==> src/rtl/template_sad_matcher.sv <==
// Streams feature bytes against a template held in an external synchronous ROM and
// reports the sum of absolute differences plus a threshold match for each pass.
module template_sad_matcher #(
    parameter int ADDR_WIDTH  = 11,
    parameter int DATA_WIDTH  = 8,
    parameter int TPL_LEN     = 2048,
    parameter int SCORE_WIDTH = ADDR_WIDTH + DATA_WIDTH
) (
    input  logic                   clk,
    input  logic                   rst,
    input  logic                   start,
    input  logic [SCORE_WIDTH-1:0] threshold,
    input  logic [DATA_WIDTH-1:0]  feat_data,
    input  logic                   feat_valid,
    output logic                   feat_ready,
    output logic [ADDR_WIDTH-1:0]  rom_addr,
    input  logic [DATA_WIDTH-1:0]  rom_rd_data,
    output logic                   busy,
    output logic                   done,
    output logic [SCORE_WIDTH-1:0] score,
    output logic                   match
);

    typedef enum logic [1:0] {
        IDLE  = 2'd0,
        PRIME = 2'd1,
        RUN   = 2'd2,
        DONE  = 2'd3
    } state_e;

    localparam logic [ADDR_WIDTH-1:0] LAST_IDX = ADDR_WIDTH'(TPL_LEN - 1);

    state_e                 state_q, state_d;
    logic [ADDR_WIDTH-1:0]  idx_q, idx_d;
    logic [SCORE_WIDTH-1:0] acc_q, acc_d;
    logic [SCORE_WIDTH-1:0] score_q, score_d;
    logic                   match_q, match_d;

    logic                   xfer;
    logic [DATA_WIDTH:0]    diff_ext;
    logic [DATA_WIDTH-1:0]  abs_diff;
    logic [SCORE_WIDTH-1:0] sum;

    // The sign bit of the widened difference selects which operand was larger.
    always_comb begin
        diff_ext = {1'b0, feat_data} - {1'b0, rom_rd_data};
        abs_diff = diff_ext[DATA_WIDTH] ? DATA_WIDTH'(-diff_ext) : diff_ext[DATA_WIDTH-1:0];
        sum      = acc_q + SCORE_WIDTH'(abs_diff);
        xfer     = feat_valid && (state_q == RUN);
    end

    always_comb begin
        // NOTE: every signal gets a default before the case so no path leaves it unassigned (no latches).
        state_d  = state_q;
        idx_d    = idx_q;
        acc_d    = acc_q;
        score_d  = score_q;
        match_d  = match_q;
        rom_addr = '0;

        unique case (state_q)
            IDLE: begin
                if (start) begin
                    state_d = PRIME;
                    idx_d   = '0;
                    acc_d   = '0;
                end
            end
            PRIME: begin
                state_d = RUN;
            end
            RUN: begin
                // Look one entry ahead on a transfer so the ROM keeps pace with the stream;
                // the increment wraps naturally on the final entry.
                rom_addr = xfer ? idx_q + 1'b1 : idx_q;
                if (xfer) begin
                    acc_d = sum;
                    idx_d = idx_q + 1'b1;
                    if (idx_q == LAST_IDX) begin
                        score_d = sum;
                        match_d = (sum <= threshold);
                        state_d = DONE;
                    end
                end
            end
            DONE: begin
                state_d = IDLE;
            end
            default: begin
                state_d = IDLE;
            end
        endcase
    end

    always_ff @(posedge clk) begin
        // NOTE: state registers use non-blocking assignments so all of them update together at the edge.
        if (rst) begin
            state_q <= IDLE;
            idx_q   <= '0;
            acc_q   <= '0;
            score_q <= '0;
            match_q <= 1'b0;
        end else begin
            state_q <= state_d;
            idx_q   <= idx_d;
            acc_q   <= acc_d;
            score_q <= score_d;
            match_q <= match_d;
        end
    end

    assign feat_ready = (state_q == RUN);
    assign busy       = (state_q != IDLE);
    assign done       = (state_q == DONE);
    assign score      = score_q;
    assign match      = match_q;

endmodule

==> config.mk <==
export PLATFORM = sky130hd
export DESIGN_NAME = template_sad_matcher
export DESIGN_NICKNAME = d
export VERILOG_FILES = /design/src/rtl/template_sad_matcher.sv
export SDC_FILE = /design/constraint.sdc
export NUM_CORES = 1
export LEC_CHECK = 0
export ABC_CLOCK_PERIOD_IN_PS = 5800
export BUFFER_PORTS_ARGS = -buffer_cell sky130_fd_sc_hd__buf_2
export CAP_MARGIN = 20
export CORE_MARGIN = 1.5
export CORE_UTILIZATION = 45
export CTS_CLUSTER_DIAMETER = 100
export DETAILED_ROUTE_END_ITERATION = 8
export GPL_ROUTABILITY_DRIVEN = 0
export PLACE_DENSITY = 0.79
export SETUP_SLACK_MARGIN = 0.3
export SLEW_MARGIN = 20
export SYNTH_ARGS = -nofsm -noshare
export SYNTH_HDL_FRONTEND = slang
export SYNTH_SLANG_ARGS = --single-unit
==> constraint.sdc <==
create_clock -name clk -period 5.8 [get_ports clk]
set_input_delay 0.87 -clock clk [delete_from_list [all_inputs] [get_ports clk]]
set_output_delay 0.87 -clock clk [all_outputs]
set_load 0.02 [all_outputs]
### After elaboration in Yosys (flattened, before gate mapping)

Cells that the tools add are included.

* add/subtract/negate cells: 4
* $mul: 0
* div/mod/pow operators: 0
* order comparisons: 1
* eq/ne operators: 7
* shifts and indexed selects: 0
* muxes and demuxes: 12
* bitwise gates (word level): 0
* reductions and logical operators: 8

Operators by type and width (count)
* two-way mux 19 bit: 2
* one-hot mux 19 bit (2 select lines): 1
* two-way mux 11 bit: 3
* one-hot mux 11 bit (2 select lines): 1
* adder 19 x 8 -> 19 bit: 1
* less-or-equal comparator 19 bit: 1
* adder 11 x 1 -> 11 bit, second input constant: 1
* == test 11 bit, second input constant: 1
* AND reduction 3 bit: 3
* subtractor 8 x 8 -> 9 bit: 1
* two-way mux 8 bit: 1
* negator 8 bit: 1
* one-hot mux 2 bit (4 select lines): 1
* two-way mux 2 bit: 3
* == test 2 bit, second input constant: 2
* != test 2 x 1 -> 1 bit, second input constant: 2
* nonzero test 2 bit: 2
* == test 2 x 1 -> 1 bit, second input constant: 1
* zero test 2 bit: 1
* != test 2 bit, second input constant: 1
* AND reduction 2 bit: 1
* logical AND 1 bit: 1

* flip-flop bits (word level): 52
* latch bits: 0
* RAM bits: 0
* memory bits (read-only): 0
* bits of input ports: 39
* output and inout bits: 34
* word-level logic and storage cells: 37
* memories kept: 0

### Logic depth before layout (Yosys ltp)

Gate-level depths: netlist of the first run.

* depth in word-level cells: 6
* gate-level depth with buffers: 24
* depth with buffers taken out: 24

### Worst setup path after synthesis of the first run

OpenSTA, ideal clock, no wires.

* kind: input -> register
* start: input port feat_data[0]
* end: register match_q (netlist: match)
* setup time: 91 ps
* data arrival time: 4958 ps
* required time: 5709 ps
* slack: 751 ps
* stages on the path: 23
* path buffers: 0
* cells stage by stage: inv_1 -> ha_1 -> inv_1 -> fa_1 -> a211oi_2 -> o21ai_0 -> a21o_1 -> a21o_1 -> mux2_2 -> inv_1 -> fa_1 -> nor2b_1 -> o21ai_2 -> a21boi_4 -> o211ai_1 -> xor2_1 -> inv_1 -> ha_1 -> a21o_1 -> a21o_1 -> a21oi_1 -> o2111ai_1 -> a311oi_1

* longest elaborated chain between the ends: 5

Ends and longest elaborated chain
* start: declaration: line 13 `input logic [DATA_WIDTH-1:0] feat_data,`
* subtractor 8 x 8 -> 9 bit *: line 46 `diff_ext = {1'b0, feat_data} - {1'b0, rom_rd_data};`
* negator 8 bit: line 47 `abs_diff = diff_ext[DATA_WIDTH] ? DATA_WIDTH'(-diff_ext) : diff_ext[DATA_WIDTH-1:0];`
* two-way mux 8 bit *: line 47
* adder 19 x 8 -> 19 bit *: line 48 `sum = acc_q + SCORE_WIDTH'(abs_diff);`
* via sum[16]: line 42 `logic [SCORE_WIDTH-1:0] sum;`
* less-or-equal comparator 19 bit *: line 81 `match_d = (sum <= threshold);`
* end signal: assignment: line 108 `match_q <= match_d;`
* end: declaration: line 37 `logic match_q, match_d;`

Mark *: on every way through the listed nets, which the timed path passes. The rest lies on a longest branch.
A chain may end at the register's enable or synchronous reset.

### Final worst setup path of the first run

Ends and elaborated chain as after synthesis.

==> results of run 1 <==
-- synth_stat cells, drive strengths merged (11+ instances only) --
cell type and count:
inv 47, and2 13, nand3 11, clkbuf 11, xnor2 22, nand2 32
dfxtp 52, nor2 65, o21ai 13, a31oi 15, a21o 15, a21oi 32
ha 42, xor2 14
-- worst min path at each step --
stage                           end  slack (ns)  depth (start not counted)
final                      score[3]        0.46                          2
after global routing       score[2]        0.51                          2
after CTS                  score[3]        0.46                          2
after detailed placement   score[3]        0.45                          2
after global placement     score[5]        0.44                          2
after floorplan           acc_q[18]        0.45                          1
-- layout by cell type, fill, tap and decap left out, drive strengths merged, types with 14 or more instances in the layout --
| master | instances |
|---|---|
| a21o | 15 |
| xnor2 | 22 |
| dfxtp | 52 |
| ha | 42 |
| a31oi | 15 |
| inv | 47 |
| nand2 | 32 |
| buf | 80 |
| xor2 | 14 |
| nor2 | 65 |
| a21oi | 32 |
-- power groups by stage --
| stage | logic, mW | registers (mW) | clock network, mW |
|---|---|---|---|
| 2_1_floorplan | 0.328 | 0.382 | 0 |
| 3_3_place_gp | 0.429 | 0.383 | 0 |
| 3_5_place_dp | 0.443 | 0.384 | 0 |
| 4_1_cts | 0.448 | 0.376 | 0.223 |
| 5_1_grt | 0.514 | 0.378 | 0.236 |
| 6_report | 0.460 | 0.376 | 0.216 |
-- sequential cells by signal (all words and copies together) (netlist names) --
name,flops
state_q,2
match,1
acc_q,19
idx_q,11
score,19
-- cell type report --
class / instances / area, sq um
fillers: 812 / 4110
multi-input cells: 377 / 2710
flip-flops and latches: 52 / 1040
repair buffers: 80 / 420
inverters: 47 / 176
well taps: 108 / 135
clock buffers: 6 / 82.6
clock inverters: 1 / 8.76
-- metal layers --
metal  vias to the layer above  global-route usage  wire (um)
met2                       141               0.347       4440
li1                       1846                   -          -
met4                         0              0.0231         60
met3                        11              0.0273        606
met5                         -                   0          0
met1                      1697               0.275       4400
-- cells by family after synthesis --
logic type               after synthesis  share of synthesized area
AO/OA/AOI/OAI                        122                      0.218
XOR/XNOR                              36                     0.0808
adder cells (fa/ha/maj)               44                      0.142
buffers and inverters                 66                     0.0692
flip-flops                            52                      0.261
multiplexers                          12                     0.0313
AND/OR/NAND/NOR                      163                      0.199
-- worst min-delay path: cells and delay by family, from the launching register on --
kind	cells	cell delay (ns)
flip-flops	1	0.32
AND/OR/NAND/NOR	1	0.05
AO/OA/AOI/OAI	1	0.05
-- per-stage QoR --
step	hold WS, ns	worst slack, ns	total power, mW
after global routing	0.506	0.293	1.13
after floorplan	0.450	0.751	0.710
after global placement	0.440	0.394	0.813
final	0.460	0.661	1.05
after CTS	0.462	0.511	1.05
after detailed placement	0.448	0.205	0.828
-- repair_timing --
item,4_1_cts,5_1_grt
gates resized for setup,0,7
setup endpoints to repair,0,1
setup buffers,0,3
hold buffers,0,0
==> flow_summary.html, run 1 <==
<table>
<tr><th>Metric</th><th>Value</th></tr>
<tr><th colspan="2">Clock tree</th></tr>
<tr><td>Clock insertion delay at the later pin of the skew report</td><td>roughly 0.30 ns</td></tr>
<tr><td>Clock tree from TritonCTS</td><td>built</td></tr>
<tr><td>Clock H-tree levels</td><td>2</td></tr>
<tr><td>Root cell of the clock tree</td><td>clkbuf_8</td></tr>
<tr><td>Post-CTS clock slew at the launch and capture registers of the worst setup and hold paths</td><td>~0.1 ns</td></tr>
<tr><td>TritonCTS Buffers</td><td>5</td></tr>
<tr><td>Number of buffers between clock root and the deepest sink</td><td>2</td></tr>
<tr><td>Total clock sinks</td><td>52</td></tr>
<tr><th colspan="2">Worst setup path</th></tr>
<tr><td>Kind of critical path</td><td>input pin to register</td></tr>
<tr><td>CP startpoint</td><td>feat_data[0]</td></tr>
<tr><td>Endpoint of the most critical setup path</td><td>match</td></tr>
<tr><td>Crit path DAT</td><td>5.35 ns</td></tr>
<tr><td>Logic depth of the worst path, buffers included</td><td>24</td></tr>
<tr><td>Crit Reg-Reg Startpoint</td><td>acc_q[0]</td></tr>
<tr><td>Worst path top cell family by delay</td><td>compound AO/OA/AOI/OAI gates</td></tr>
<tr><td>Critical-path maximum fanout</td><td>7</td></tr>
<tr><td>Sum of buffers and inverters on the critical path</td><td>5</td></tr>
<tr><td>Kind of end point of the critical path</td><td>register</td></tr>
<tr><td>Slowest cell on crit path</td><td>fa_1</td></tr>
<tr><td>Category of the worst setup path launch point</td><td>input pin</td></tr>
<tr><td>Cell breakdown of the critical path</td><td>buf_2 &gt; inv_1 &gt; ha_1 &gt; inv_1 &gt; fa_1 &gt; a211oi_2 &gt; o21ai_0 &gt; a21o_1 &gt; a21o_1 &gt; mux2_2 &gt; inv_1 &gt; fa_1 &gt; nor2b_2 &gt; o21ai_2 &gt; a21boi_4 &gt; o211ai_1 &gt; xor2_1 &gt; inv_1 &gt; ha_1 &gt; a21o_1 &gt; a21o_1 &gt; a21oi_2 &gt; o2111ai_1 &gt; a311oi_1</td></tr>
<tr><td>R2r endpoint</td><td>match</td></tr>
<tr><td>Reg2reg path depth</td><td>15</td></tr>
<tr><td>Slack of the worst reg-to-reg path</td><td>about 2.6 ns</td></tr>
<tr><td>Worst stage delay on the critical path</td><td>0.44 ns</td></tr>
<tr><td>Data required time of the critical path</td><td>approximately 6.0 ns</td></tr>
<tr><th colspan="2">Place</th></tr>
<tr><td>PortBufs</td><td>72</td></tr>
<tr><td>Cell area reported after detailed placement</td><td>around 0.0044 sq mm</td></tr>
<tr><td>Half-perimeter wire length of the detailed placement result</td><td>7210 um</td></tr>
<tr><td>Number of cells in the design after placement</td><td>661</td></tr>
<tr><th colspan="2">Global route</th></tr>
<tr><td>Number of antenna violations at the first check in global routing</td><td>0</td></tr>
<tr><td>Pin count of the biggest net entering global routing</td><td>48</td></tr>
<tr><td>Via count of the first global-routing pass</td><td>approximately 3,500</td></tr>
<tr><td>Final global-route overflow total</td><td>0</td></tr>
<tr><td>First-pass GRT wire length</td><td>16,200 um</td></tr>
<tr><td>Global router's overall resource usage</td><td>0.200</td></tr>
<tr><th colspan="2">Layout</th></tr>
<tr><td>Post-layout utilization of the core</td><td>0.527</td></tr>
<tr><td>Relative area change from synthesis to final layout</td><td>14.5%</td></tr>
<tr><td>Fraction of layout cells with a size suffix above 1</td><td>0.213</td></tr>
<tr><td>Count of nets after finishing</td><td>646</td></tr>
<tr><td>Final std cells w/o fill</td><td>approximately 670</td></tr>
<tr><td>Post-route design area</td><td>0.00457 sq mm</td></tr>
<tr><td>Antenna diode count</td><td>0</td></tr>
<tr><th colspan="2">Die</th></tr>
<tr><td>DIE WIDTH</td><td>roughly 97 um</td></tr>
<tr><td>Core Region</td><td>around 0.0087 sq mm</td></tr>
<tr><td>Number of top-level design ports</td><td>between 70 and 80</td></tr>
<tr><td>Number of standard-cell rows in the floorplan</td><td>34</td></tr>
<tr><td>Vertical extent of the die</td><td>just under 100 um</td></tr>
<tr><td>Die ar.</td><td>approximately 0.0094 sq mm</td></tr>
<tr><td>Effective utilization at floorplan</td><td>0.460</td></tr>
<tr><th colspan="2">Job</th></tr>
<tr><td>Max cap viols</td><td>0</td></tr>
<tr><th colspan="2">Pwr</th></tr>
<tr><td>Switching share of power</td><td>0.385</td></tr>
<tr><td>Worst-case vdd ir drop</td><td>approximately 0.00011 V</td></tr>
<tr><td>Combinational fraction of design power</td><td>0.437</td></tr>
<tr><td>Switching power total</td><td>roughly 0.41 mW</td></tr>
<tr><td>Share of power burned in the clock network</td><td>0.206</td></tr>
<tr><td>Power density relative to cell area</td><td>230 mW/mm^2</td></tr>
<tr><td>Int Power</td><td>0.647 mW</td></tr>
<tr><td>Power share of the sequential group</td><td>0.357</td></tr>
<tr><td>Pleak</td><td>about 2.2 nW</td></tr>
<tr><th colspan="2">Worst hold path</th></tr>
<tr><td>Worst hold-check path type</td><td>register to register</td></tr>
<tr><td>Hold path start</td><td>score[3]</td></tr>
<tr><th colspan="2">STA</th></tr>
<tr><td>Fin crit period</td><td>~5.1 ns</td></tr>
<tr><td>Setup TNS after final layout</td><td>0 ns</td></tr>
<tr><td>Max-slew violation count</td><td>0</td></tr>
<tr><td>Clk_skew</td><td>approximately 0.0099 ns</td></tr>
<tr><td>Hold violation count in the final report</td><td>0</td></tr>
<tr><td>Top achievable clock speed</td><td>slightly below 0.2 GHz</td></tr>
<tr><td>Finish-stage setup viols</td><td>0</td></tr>
<tr><td>Relative max-transition margin</td><td>0.343</td></tr>
<tr><td>Period utilization</td><td>0.886</td></tr>
<tr><td>Setup repair after global routing missed its margin</td><td>false</td></tr>
<tr><td>Slew @ Worst Pin</td><td>between 0.9 and 1 ns</td></tr>
<tr><th colspan="2">Logic synthesis</th></tr>
<tr><td>Mapped Area</td><td>between 0.003 and 0.004 sq mm</td></tr>
<tr><td>Part of the Yosys area used for sequential elements</td><td>0.261</td></tr>
<tr><td>Share of the synthesized area in the top cell type</td><td>0.261</td></tr>
<tr><td>Number of distinct library cell variants in the gate-level netlist after synthesis</td><td>55</td></tr>
<tr><td>Yosys synthesis warning count</td><td>0</td></tr>
<tr><td>Synthesized area per cell</td><td>8.07 sq um</td></tr>
<tr><td>Ranking of synthesized cells by area</td><td>dfxtp_1, ha_1, nor2_1</td></tr>
<tr><td>Top cell type by total area after synthesis</td><td>dfxtp_1</td></tr>
<tr><td>Async set-reset flop share out of synthesis</td><td>0</td></tr>
<tr><td>Main flop type after synthesis</td><td>dfxtp_1</td></tr>
<tr><td>Number of nets produced by synthesis</td><td>between 500 and 600</td></tr>
<tr><td>Syn Inst Count</td><td>around 500</td></tr>
<tr><td>Number of synthesized register bits</td><td>between 50 and 60</td></tr>
<tr><td>Count of flip-flops with a built-in enable after synthesis</td><td>0</td></tr>
<tr><th colspan="2">Routing</th></tr>
<tr><td>Overall via count from detail_route</td><td>around 3,700</td></tr>
<tr><td>Initial DRT Pass Iterations</td><td>5</td></tr>
<tr><td>Remaining routing DRC violations</td><td>0</td></tr>
<tr><td>Detailed-route vias per instance</td><td>5.51</td></tr>
<tr><td>Iteration-0 DRC Markers</td><td>between 200 and 300</td></tr>
<tr><td>Detailed-route wire length per cell</td><td>between 10 and 15 um</td></tr>
<tr><td>Wire length after detailed routing</td><td>about 9500 um</td></tr>
<tr><td>DRT antenna net count</td><td>0</td></tr>
<tr><th colspan="2">Status</th></tr>
<tr><td>Status</td><td>complete, no violations</td></tr>
</table>
Power figures use the tool's default switching activity.
==> inputs of run 2 (changes only) <==
- BUFFER_PORTS_ARGS: -buffer_cell sky130_fd_sc_hd__buf_2 -> not set
- DONT_BUFFER_PORTS: not set -> 1
- PLACE_DENSITY: 0.79 -> 0.72
- RECOVER_POWER: not set -> 25
- REMOVE_ABC_BUFFERS: not set -> 1
==> run 2 against run 1 <==
- cell area shrank 8.9%
- final cell count shrank 11%
- wire length shrank 6.2%
- register-to-register slack gained 0.02 ns
- critical path type unchanged
- via count shrank 9.6%
- count of clock-buffer cells in the layout is the same
- clock skew is essentially flat
- first-iteration DRC count shrank 60%
- global-route usage shrank 1.4 points
- highest routed layer unchanged
==> flow_summary.html, run 2 (synthesized netlist as in run 1, its figures left out) <==
<table>
<tr><th>Metric</th><th>Value</th></tr>
<tr><th colspan="2">STA</th></tr>
<tr><td>Fin crit period</td><td>5.06 ns (was 5.14 ns)</td></tr>
<tr><td>Hold violation count in the final report</td><td>0 (unchanged)</td></tr>
<tr><td>Setup repair after global routing missed its margin</td><td>false (unchanged)</td></tr>
<tr><td>Setup TNS after final layout</td><td>0 ns (unchanged)</td></tr>
<tr><td>Finish-stage setup viols</td><td>0 (unchanged)</td></tr>
<tr><td>Max-slew violation count</td><td>0 (unchanged)</td></tr>
<tr><td>Clk_skew</td><td>0.00944 ns (was 0.00990 ns)</td></tr>
<tr><td>Top achievable clock speed</td><td>0.198 GHz (was 0.195 GHz)</td></tr>
<tr><td>Relative max-transition margin</td><td>0.352 (was 0.343)</td></tr>
<tr><td>Slew @ Worst Pin</td><td>0.968 ns (was 0.986 ns)</td></tr>
<tr><td>Period utilization</td><td>0.873 (was 0.886)</td></tr>
<tr><th colspan="2">Clock tree</th></tr>
<tr><td>Post-CTS clock slew at the launch and capture registers of the worst setup and hold paths</td><td>0.09 ns (was 0.10 ns)</td></tr>
<tr><td>Clock tree from TritonCTS</td><td>built (unchanged)</td></tr>
<tr><td>Total clock sinks</td><td>52 (unchanged)</td></tr>
<tr><td>Root cell of the clock tree</td><td>clkbuf_8 (unchanged)</td></tr>
<tr><td>Clock insertion delay at the later pin of the skew report</td><td>0.31 ns (was 0.30 ns)</td></tr>
<tr><td>Number of buffers between clock root and the deepest sink</td><td>2 (unchanged)</td></tr>
<tr><td>TritonCTS Buffers</td><td>5 (unchanged)</td></tr>
<tr><td>Clock H-tree levels</td><td>2 (unchanged)</td></tr>
<tr><th colspan="2">Routing</th></tr>
<tr><td>Detailed-route wire length per cell</td><td>14.9 um (was 14.2 um)</td></tr>
<tr><td>Wire length after detailed routing</td><td>8920 um (was 9510 um)</td></tr>
<tr><td>Iteration-0 DRC Markers</td><td>109 (was 273)</td></tr>
<tr><td>Remaining routing DRC violations</td><td>0 (unchanged)</td></tr>
<tr><td>Initial DRT Pass Iterations</td><td>6 (was 5)</td></tr>
<tr><td>Detailed-route vias per instance</td><td>5.59 (was 5.51)</td></tr>
<tr><td>Overall via count from detail_route</td><td>3,342 (was 3,695)</td></tr>
<tr><td>DRT antenna net count</td><td>0 (unchanged)</td></tr>
<tr><th colspan="2">Worst hold path</th></tr>
<tr><td>Hold path start</td><td>acc_q[18] (was score[3])</td></tr>
<tr><td>Worst hold-check path type</td><td>register to register (unchanged)</td></tr>
<tr><th colspan="2">Layout</th></tr>
<tr><td>Antenna diode count</td><td>0 (unchanged)</td></tr>
<tr><td>Relative area change from synthesis to final layout</td><td>4.32% (was 14.5%)</td></tr>
<tr><td>Top library cells by usage in the layout, fill and taps aside</td><td>nor2_1, dfxtp_1, inv_1 (was buf_2, nor2_1, dfxtp_1)</td></tr>
<tr><td>Final std cells w/o fill</td><td>598 (was 671)</td></tr>
<tr><td>Count of nets after finishing</td><td>572 (was 646)</td></tr>
<tr><td>Most common library cell in the layout ignoring fill and taps</td><td>nor2_1 (was buf_2)</td></tr>
<tr><td>Fraction of layout cells with a size suffix above 1</td><td>0.0816 (was 0.213)</td></tr>
<tr><th colspan="2">Job</th></tr>
<tr><td>Max cap viols</td><td>0 (unchanged)</td></tr>
<tr><th colspan="2">Die</th></tr>
<tr><td>Die ar.</td><td>0.00945 sq mm (unchanged)</td></tr>
<tr><td>Number of top-level design ports</td><td>73 (unchanged)</td></tr>
<tr><td>Core Region</td><td>0.00868 sq mm (unchanged)</td></tr>
<tr><td>DIE WIDTH</td><td>97.2 um (unchanged)</td></tr>
<tr><td>Number of standard-cell rows in the floorplan</td><td>34 (unchanged)</td></tr>
<tr><td>Vertical extent of the die</td><td>97.2 um (unchanged)</td></tr>
<tr><td>Effective utilization at floorplan</td><td>0.460 (unchanged)</td></tr>
<tr><th colspan="2">Pwr</th></tr>
<tr><td>Worst-case vdd ir drop</td><td>0.000107 V (was 0.000113 V)</td></tr>
<tr><td>Power density relative to cell area</td><td>241 mW/mm^2 (was 230 mW/mm^2)</td></tr>
<tr><td>Pleak</td><td>1.89 nW (was 2.25 nW)</td></tr>
<tr><th colspan="2">Worst setup path</th></tr>
<tr><td>Data required time of the critical path</td><td>6.02 ns (was 6.01 ns)</td></tr>
<tr><td>CP startpoint</td><td>feat_data[0] (unchanged)</td></tr>
<tr><td>Crit Reg-Reg Startpoint</td><td>acc_q[0] (unchanged)</td></tr>
<tr><td>Cell breakdown of the critical path</td><td>inv_1 &gt; ha_1 &gt; inv_1 &gt; fa_1 &gt; a211oi_2 &gt; o21ai_0 &gt; a21o_1 &gt; a21o_1 &gt; nor2_1 &gt; xnor2_1 &gt; ha_1 &gt; or3_1 &gt; a31oi_1 &gt; and4b_1 &gt; nand2_1 &gt; xor2_1 &gt; inv_1 &gt; ha_1 &gt; a21o_1 &gt; a21oi_1 &gt; o2111ai_1 &gt; a311oi_1 (was buf_2 &gt; inv_1 &gt; ha_1 &gt; inv_1 &gt; fa_1 &gt; a211oi_2 &gt; o21ai_0 &gt; a21o_1 &gt; a21o_1 &gt; mux2_2 &gt; inv_1 &gt; fa_1 &gt; nor2b_2 &gt; o21ai_2 &gt; a21boi_4 &gt; o211ai_1 &gt; xor2_1 &gt; inv_1 &gt; ha_1 &gt; a21o_1 &gt; a21o_1 &gt; a21oi_2 &gt; o2111ai_1 &gt; a311oi_1)</td></tr>
<tr><td>Kind of end point of the critical path</td><td>register (unchanged)</td></tr>
<tr><td>Category of the worst setup path launch point</td><td>input pin (unchanged)</td></tr>
<tr><td>Worst stage delay on the critical path</td><td>0.42 ns (was 0.44 ns)</td></tr>
<tr><td>Slowest cell on crit path</td><td>fa_1 (unchanged)</td></tr>
<tr><td>Kind of critical path</td><td>input pin to register (unchanged)</td></tr>
<tr><td>Crit path DAT</td><td>5.28 ns (was 5.35 ns)</td></tr>
<tr><td>Critical-path maximum fanout</td><td>7 (unchanged)</td></tr>
<tr><th colspan="2">Global route</th></tr>
<tr><td>Number of antenna violations at the first check in global routing</td><td>0 (unchanged)</td></tr>
<tr><td>Final global-route overflow total</td><td>0 (unchanged)</td></tr>
<tr><td>Global router's overall resource usage</td><td>0.186 (was 0.200)</td></tr>
<tr><td>Via count of the first global-routing pass</td><td>3,162 (was 3,533)</td></tr>
<tr><td>Pin count of the biggest net entering global routing</td><td>48 (unchanged)</td></tr>
<tr><td>First-pass GRT wire length</td><td>14,900 um (was 16,200 um)</td></tr>
<tr><th colspan="2">Place</th></tr>
<tr><td>PortBufs</td><td>0 (was 72)</td></tr>
<tr><td>Half-perimeter wire length of the detailed placement result</td><td>6860 um (was 7210 um)</td></tr>
<tr><td>Number of cells in the design after placement</td><td>587 (was 661)</td></tr>
<tr><th colspan="2">Status</th></tr>
<tr><td>Status</td><td>complete, no violations (unchanged)</td></tr>
</table>
[run 2: changes by cell type in the layout (fill, tap and decap cells not counted), moves of 2 or more]
cell,delta
buf_2,-72
a21oi_2,-2
buf_4,-3
a21oi_1,+2
clkinv_2,+2
[run 2: worst max-delay path, delay by kind of cell]
family                     cells  cell delay [ns]
AOI/OAI and AO/OA              9             1.83
adders and majority gates      4             1.21
and+or+nand+nor                4             0.87
xor gates and xnor gates       2             0.33
buffers and inverters          3             0.17
[run 2: report_power, final]
group	internal, mW	leakage (nW)	switching (mW)
logic	0.157	1.42	0.252
clock network	0.0957	0.0510	0.125
registers	0.367	0.419	0.00930
total	0.620	1.89	0.386
[run 2: per-stage QoR]
| stage | cell area, sq um | total power [mW] | hold slack, ns | utilization | worst slack (ns) |
|---|---|---|---|---|---|
| finish | 4170 | 1.01 | 0.495 | 0.480 | 0.739 |
| floorplan | 3890 | 0.698 | 0.450 | - | 0.750 |
| CTS | 4140 | 1.01 | 0.495 | 0.478 | 0.620 |
| detailed placement | 4050 | 0.788 | 0.473 | 0.467 | 0.349 |
| global placement | 4050 | 0.778 | 0.467 | 0.467 | 0.478 |
| global route | 4170 | 1.07 | 0.513 | 0.480 | 0.287 |
[run 2: cell type report]
cell class | instances | area (sq um)
timing repair buffer | 6 | 41.3
fill | 861 | 4510
inverter | 47 | 176
sequential | 52 | 1040
clock inverter | 2 | 10.0
tap | 108 | 135
clock buffer | 6 | 82.6
multi-input combinational | 377 | 2680
[run 2: worst paths after layout]
path	slack, ns	end	depth (start not counted)
max	0.74	match	22
min	0.50	acc_q[18]	1
max reg2reg	2.57	match	15
min reg2reg	0.50	acc_q[18]	1
[run 2: routing by layer]
metal  global-route usage  part of all wire  vias to the layer above
met2                0.320              0.47                       76
li1                     -                 -                     1704
met4               0.0462             0.016                        0
met5                    0                 0                        -
met3               0.0410             0.051                       12
met1                0.238              0.46                     1550
[run 2: repair_timing]
| action | in CTS | in global routing |
|---|---|---|
| setup endpoints to repair | 0 | 1 |
| gates resized for setup | 0 | 1 |
| setup buffers | 0 | 3 |
| hold buffers | 0 | 0 |
==> inputs of run 3 (changes only) <==
- CELL_PAD_IN_SITES_DETAIL_PLACEMENT: not set -> 1
- CELL_PAD_IN_SITES_GLOBAL_PLACEMENT: not set -> 1
- PLACE_DENSITY: 0.72 -> 0.89
==> run 3 against run 2 <==
- first-iteration DRC count up 14%
- critical path depth unchanged
- core utilization up 0.74 points
- hold slack better by 0.0070 ns
- flip-flop and latch count unchanged
- combinational power up 9.8%
- largest power group unchanged
==> flow_summary.html, run 3 (synthesized netlist as in run 1, its figures left out) <==
<table>
<tr><th>Metric</th><th>Value</th></tr>
<tr><th colspan="2">Status</th></tr>
<tr><td>Status</td><td>complete, no violations (unchanged)</td></tr>
<tr><th colspan="2">Global route</th></tr>
<tr><td>Pin count of the biggest net entering global routing</td><td>48 (unchanged)</td></tr>
<tr><td>First-pass GRT wire length</td><td>18,400 um (was 14,900 um)</td></tr>
<tr><td>Final global-route overflow total</td><td>0 (unchanged)</td></tr>
<tr><td>Via count of the first global-routing pass</td><td>3,803 (was 3,162)</td></tr>
<tr><td>Number of antenna violations at the first check in global routing</td><td>0 (unchanged)</td></tr>
<tr><td>Global router's overall resource usage</td><td>0.238 (was 0.186)</td></tr>
<tr><th colspan="2">Clock tree</th></tr>
<tr><td>Clock H-tree levels</td><td>2 (unchanged)</td></tr>
<tr><td>Clock tree from TritonCTS</td><td>built (unchanged)</td></tr>
<tr><td>Root cell of the clock tree</td><td>clkbuf_8 (unchanged)</td></tr>
<tr><td>TritonCTS Buffers</td><td>5 (unchanged)</td></tr>
<tr><td>Number of buffers between clock root and the deepest sink</td><td>2 (unchanged)</td></tr>
<tr><td>Post-CTS clock slew at the launch and capture registers of the worst setup and hold paths</td><td>0.11 ns (was 0.09 ns)</td></tr>
<tr><td>Total clock sinks</td><td>52 (unchanged)</td></tr>
<tr><td>Clock insertion delay at the later pin of the skew report</td><td>0.32 ns (was 0.31 ns)</td></tr>
<tr><th colspan="2">Pwr</th></tr>
<tr><td>Pleak</td><td>1.92 nW (was 1.89 nW)</td></tr>
<tr><td>Power density relative to cell area</td><td>260 mW/mm^2 (was 241 mW/mm^2)</td></tr>
<tr><td>Worst-case vdd ir drop</td><td>0.000106 V (was 0.000107 V)</td></tr>
<tr><th colspan="2">STA</th></tr>
<tr><td>Period utilization</td><td>0.886 (was 0.873)</td></tr>
<tr><td>Top achievable clock speed</td><td>0.195 GHz (was 0.198 GHz)</td></tr>
<tr><td>Relative max-transition margin</td><td>0.343 (was 0.352)</td></tr>
<tr><td>Fin crit period</td><td>5.14 ns (was 5.06 ns)</td></tr>
<tr><td>Clk_skew</td><td>0.0106 ns (was 0.00944 ns)</td></tr>
<tr><td>Slew @ Worst Pin</td><td>0.981 ns (was 0.968 ns)</td></tr>
<tr><td>Worst hold-check slack</td><td>0.502 ns (was 0.495 ns)</td></tr>
<tr><td>Max-slew violation count</td><td>0 (unchanged)</td></tr>
<tr><td>Setup TNS after final layout</td><td>0 ns (unchanged)</td></tr>
<tr><td>Setup repair after global routing missed its margin</td><td>false (unchanged)</td></tr>
<tr><td>Finish-stage setup viols</td><td>0 (unchanged)</td></tr>
<tr><td>Hold violation count in the final report</td><td>0 (unchanged)</td></tr>
<tr><th colspan="2">Routing</th></tr>
<tr><td>Overall via count from detail_route</td><td>3,550 (was 3,342)</td></tr>
<tr><td>Iteration-0 DRC Markers</td><td>124 (was 109)</td></tr>
<tr><td>Wire length after detailed routing</td><td>11,300 um (was 8920 um)</td></tr>
<tr><td>Detailed-route vias per instance</td><td>5.92 (was 5.59)</td></tr>
<tr><td>Remaining routing DRC violations</td><td>0 (unchanged)</td></tr>
<tr><td>DRT antenna net count</td><td>0 (unchanged)</td></tr>
<tr><td>Detailed-route wire length per cell</td><td>18.8 um (was 14.9 um)</td></tr>
<tr><td>Initial DRT Pass Iterations</td><td>4 (was 6)</td></tr>
<tr><th colspan="2">Layout</th></tr>
<tr><td>Relative area change from synthesis to final layout</td><td>5.92% (was 4.32%)</td></tr>
<tr><td>Antenna diode count</td><td>0 (unchanged)</td></tr>
<tr><td>Count of nets after finishing</td><td>574 (was 572)</td></tr>
<tr><td>Most common library cell in the layout ignoring fill and taps</td><td>nor2_1 (unchanged)</td></tr>
<tr><td>Fraction of layout cells with a size suffix above 1</td><td>0.0935 (was 0.0816)</td></tr>
<tr><td>Top library cells by usage in the layout, fill and taps aside</td><td>nor2_1, dfxtp_1, inv_1 (unchanged)</td></tr>
<tr><th colspan="2">Die</th></tr>
<tr><td>Die ar.</td><td>0.00945 sq mm (unchanged)</td></tr>
<tr><td>Number of standard-cell rows in the floorplan</td><td>34 (unchanged)</td></tr>
<tr><td>Vertical extent of the die</td><td>97.2 um (unchanged)</td></tr>
<tr><td>DIE WIDTH</td><td>97.2 um (unchanged)</td></tr>
<tr><td>Core Region</td><td>0.00868 sq mm (unchanged)</td></tr>
<tr><td>Effective utilization at floorplan</td><td>0.460 (unchanged)</td></tr>
<tr><td>Number of top-level design ports</td><td>73 (unchanged)</td></tr>
<tr><th colspan="2">Worst setup path</th></tr>
<tr><td>Endpoint of the most critical setup path</td><td>match (unchanged)</td></tr>
<tr><td>Category of the worst setup path launch point</td><td>input pin (unchanged)</td></tr>
<tr><td>Kind of end point of the critical path</td><td>register (unchanged)</td></tr>
<tr><td>Crit Reg-Reg Startpoint</td><td>acc_q[0] (unchanged)</td></tr>
<tr><td>Crit path DAT</td><td>5.37 ns (was 5.28 ns)</td></tr>
<tr><td>Data required time of the critical path</td><td>6.03 ns (was 6.02 ns)</td></tr>
<tr><td>Kind of critical path</td><td>input pin to register (unchanged)</td></tr>
<tr><td>Critical-path maximum fanout</td><td>7 (unchanged)</td></tr>
<tr><td>Slack of the worst reg-to-reg path</td><td>2.40 ns (was 2.57 ns)</td></tr>
<tr><td>CP startpoint</td><td>feat_data[0] (unchanged)</td></tr>
<tr><td>Reg2reg path depth</td><td>15 (unchanged)</td></tr>
<tr><td>R2r endpoint</td><td>match (unchanged)</td></tr>
<tr><th colspan="2">Place</th></tr>
<tr><td>Half-perimeter wire length of the detailed placement result</td><td>8490 um (was 6860 um)</td></tr>
<tr><td>PortBufs</td><td>0 (unchanged)</td></tr>
<tr><th colspan="2">Job</th></tr>
<tr><td>Max cap viols</td><td>0 (unchanged)</td></tr>
<tr><th colspan="2">Worst hold path</th></tr>
<tr><td>Worst hold-check path type</td><td>register to register (unchanged)</td></tr>
</table>
==> run 3: where the power goes <==
group,switching [mW],internal (mW),total (mW)
sequential,0.00946,0.367,0.376
combinational,0.282,0.168,0.450
clock,0.134,0.141,0.275
total,0.425,0.676,1.10
==> run 3: timing repair <==
action                     4_1_cts  5_1_grt
resized for setup                0        5
setup buffers                    0        4
setup endpoints to repair        0        1
hold buffers                     0        0
==> run 3: worst min path at each step <==
stage                      endpoint       from  cells past startpoint  slack [ns]
after floorplan           acc_q[18]  acc_q[18]                      1        0.45
after global placement    acc_q[18]  acc_q[18]                      1        0.46
after detailed placement  acc_q[18]  acc_q[18]                      1        0.48
after CTS                 acc_q[18]  acc_q[18]                      1        0.50
after global routing      acc_q[18]  acc_q[18]                      1        0.51
final                     acc_q[18]  acc_q[18]                      1        0.50
==> run 3: worst max-delay path: stages <==
cell and delay [ns]:
inv_1 0.04, ha_1 0.15, inv_1 0.05, fa_1 0.41
a211oi_2 0.26, o21ai_0 0.13, a21o_1 0.17, a21o_1 0.24
nor2_1 0.17, xnor2_1 0.15, ha_1 0.32, or3_1 0.38
a31oi_2 0.26, and4b_1 0.24, nand2_1 0.10, xor2_1 0.27
inv_1 0.09, ha_1 0.30, a21o_1 0.18, a21oi_2 0.19
o2111ai_1 0.14, a311oi_1 0.26
==> run 3: stage by stage <==
step	utilization	instances	setup slack (ns)	area [sq um]	total power [mW]
6_report	0.487	600	0.664	4230	1.10
5_1_grt	0.487	600	0.307	4230	1.16
4_1_cts	0.482	596	0.447	4180	1.09
3_5_place_dp	0.468	588	0.181	4060	0.813
3_3_place_gp	0.468	588	0.349	4060	0.789
2_1_floorplan	-	476	0.750	3890	0.698
==> run 3: area by class of cell <==
type	instances	area (sq um)
fill	1078	4450
multi-input combinational	377	2700
sequential	52	1040
inverter	47	176
tap	108	135
clock buffer	6	82.6
timing repair buffer	8	56.3
clock inverter	2	38.8
==> run 3: routing by layer <==
| layer | global-route usage | routed length (um) |
|---|---|---|
| met1 | 0.279 | 4760 |
| met2 | 0.436 | 5860 |
| met3 | 0.0331 | 401 |
| met4 | 0.0912 | 253 |
| met5 | 0 | 0 |
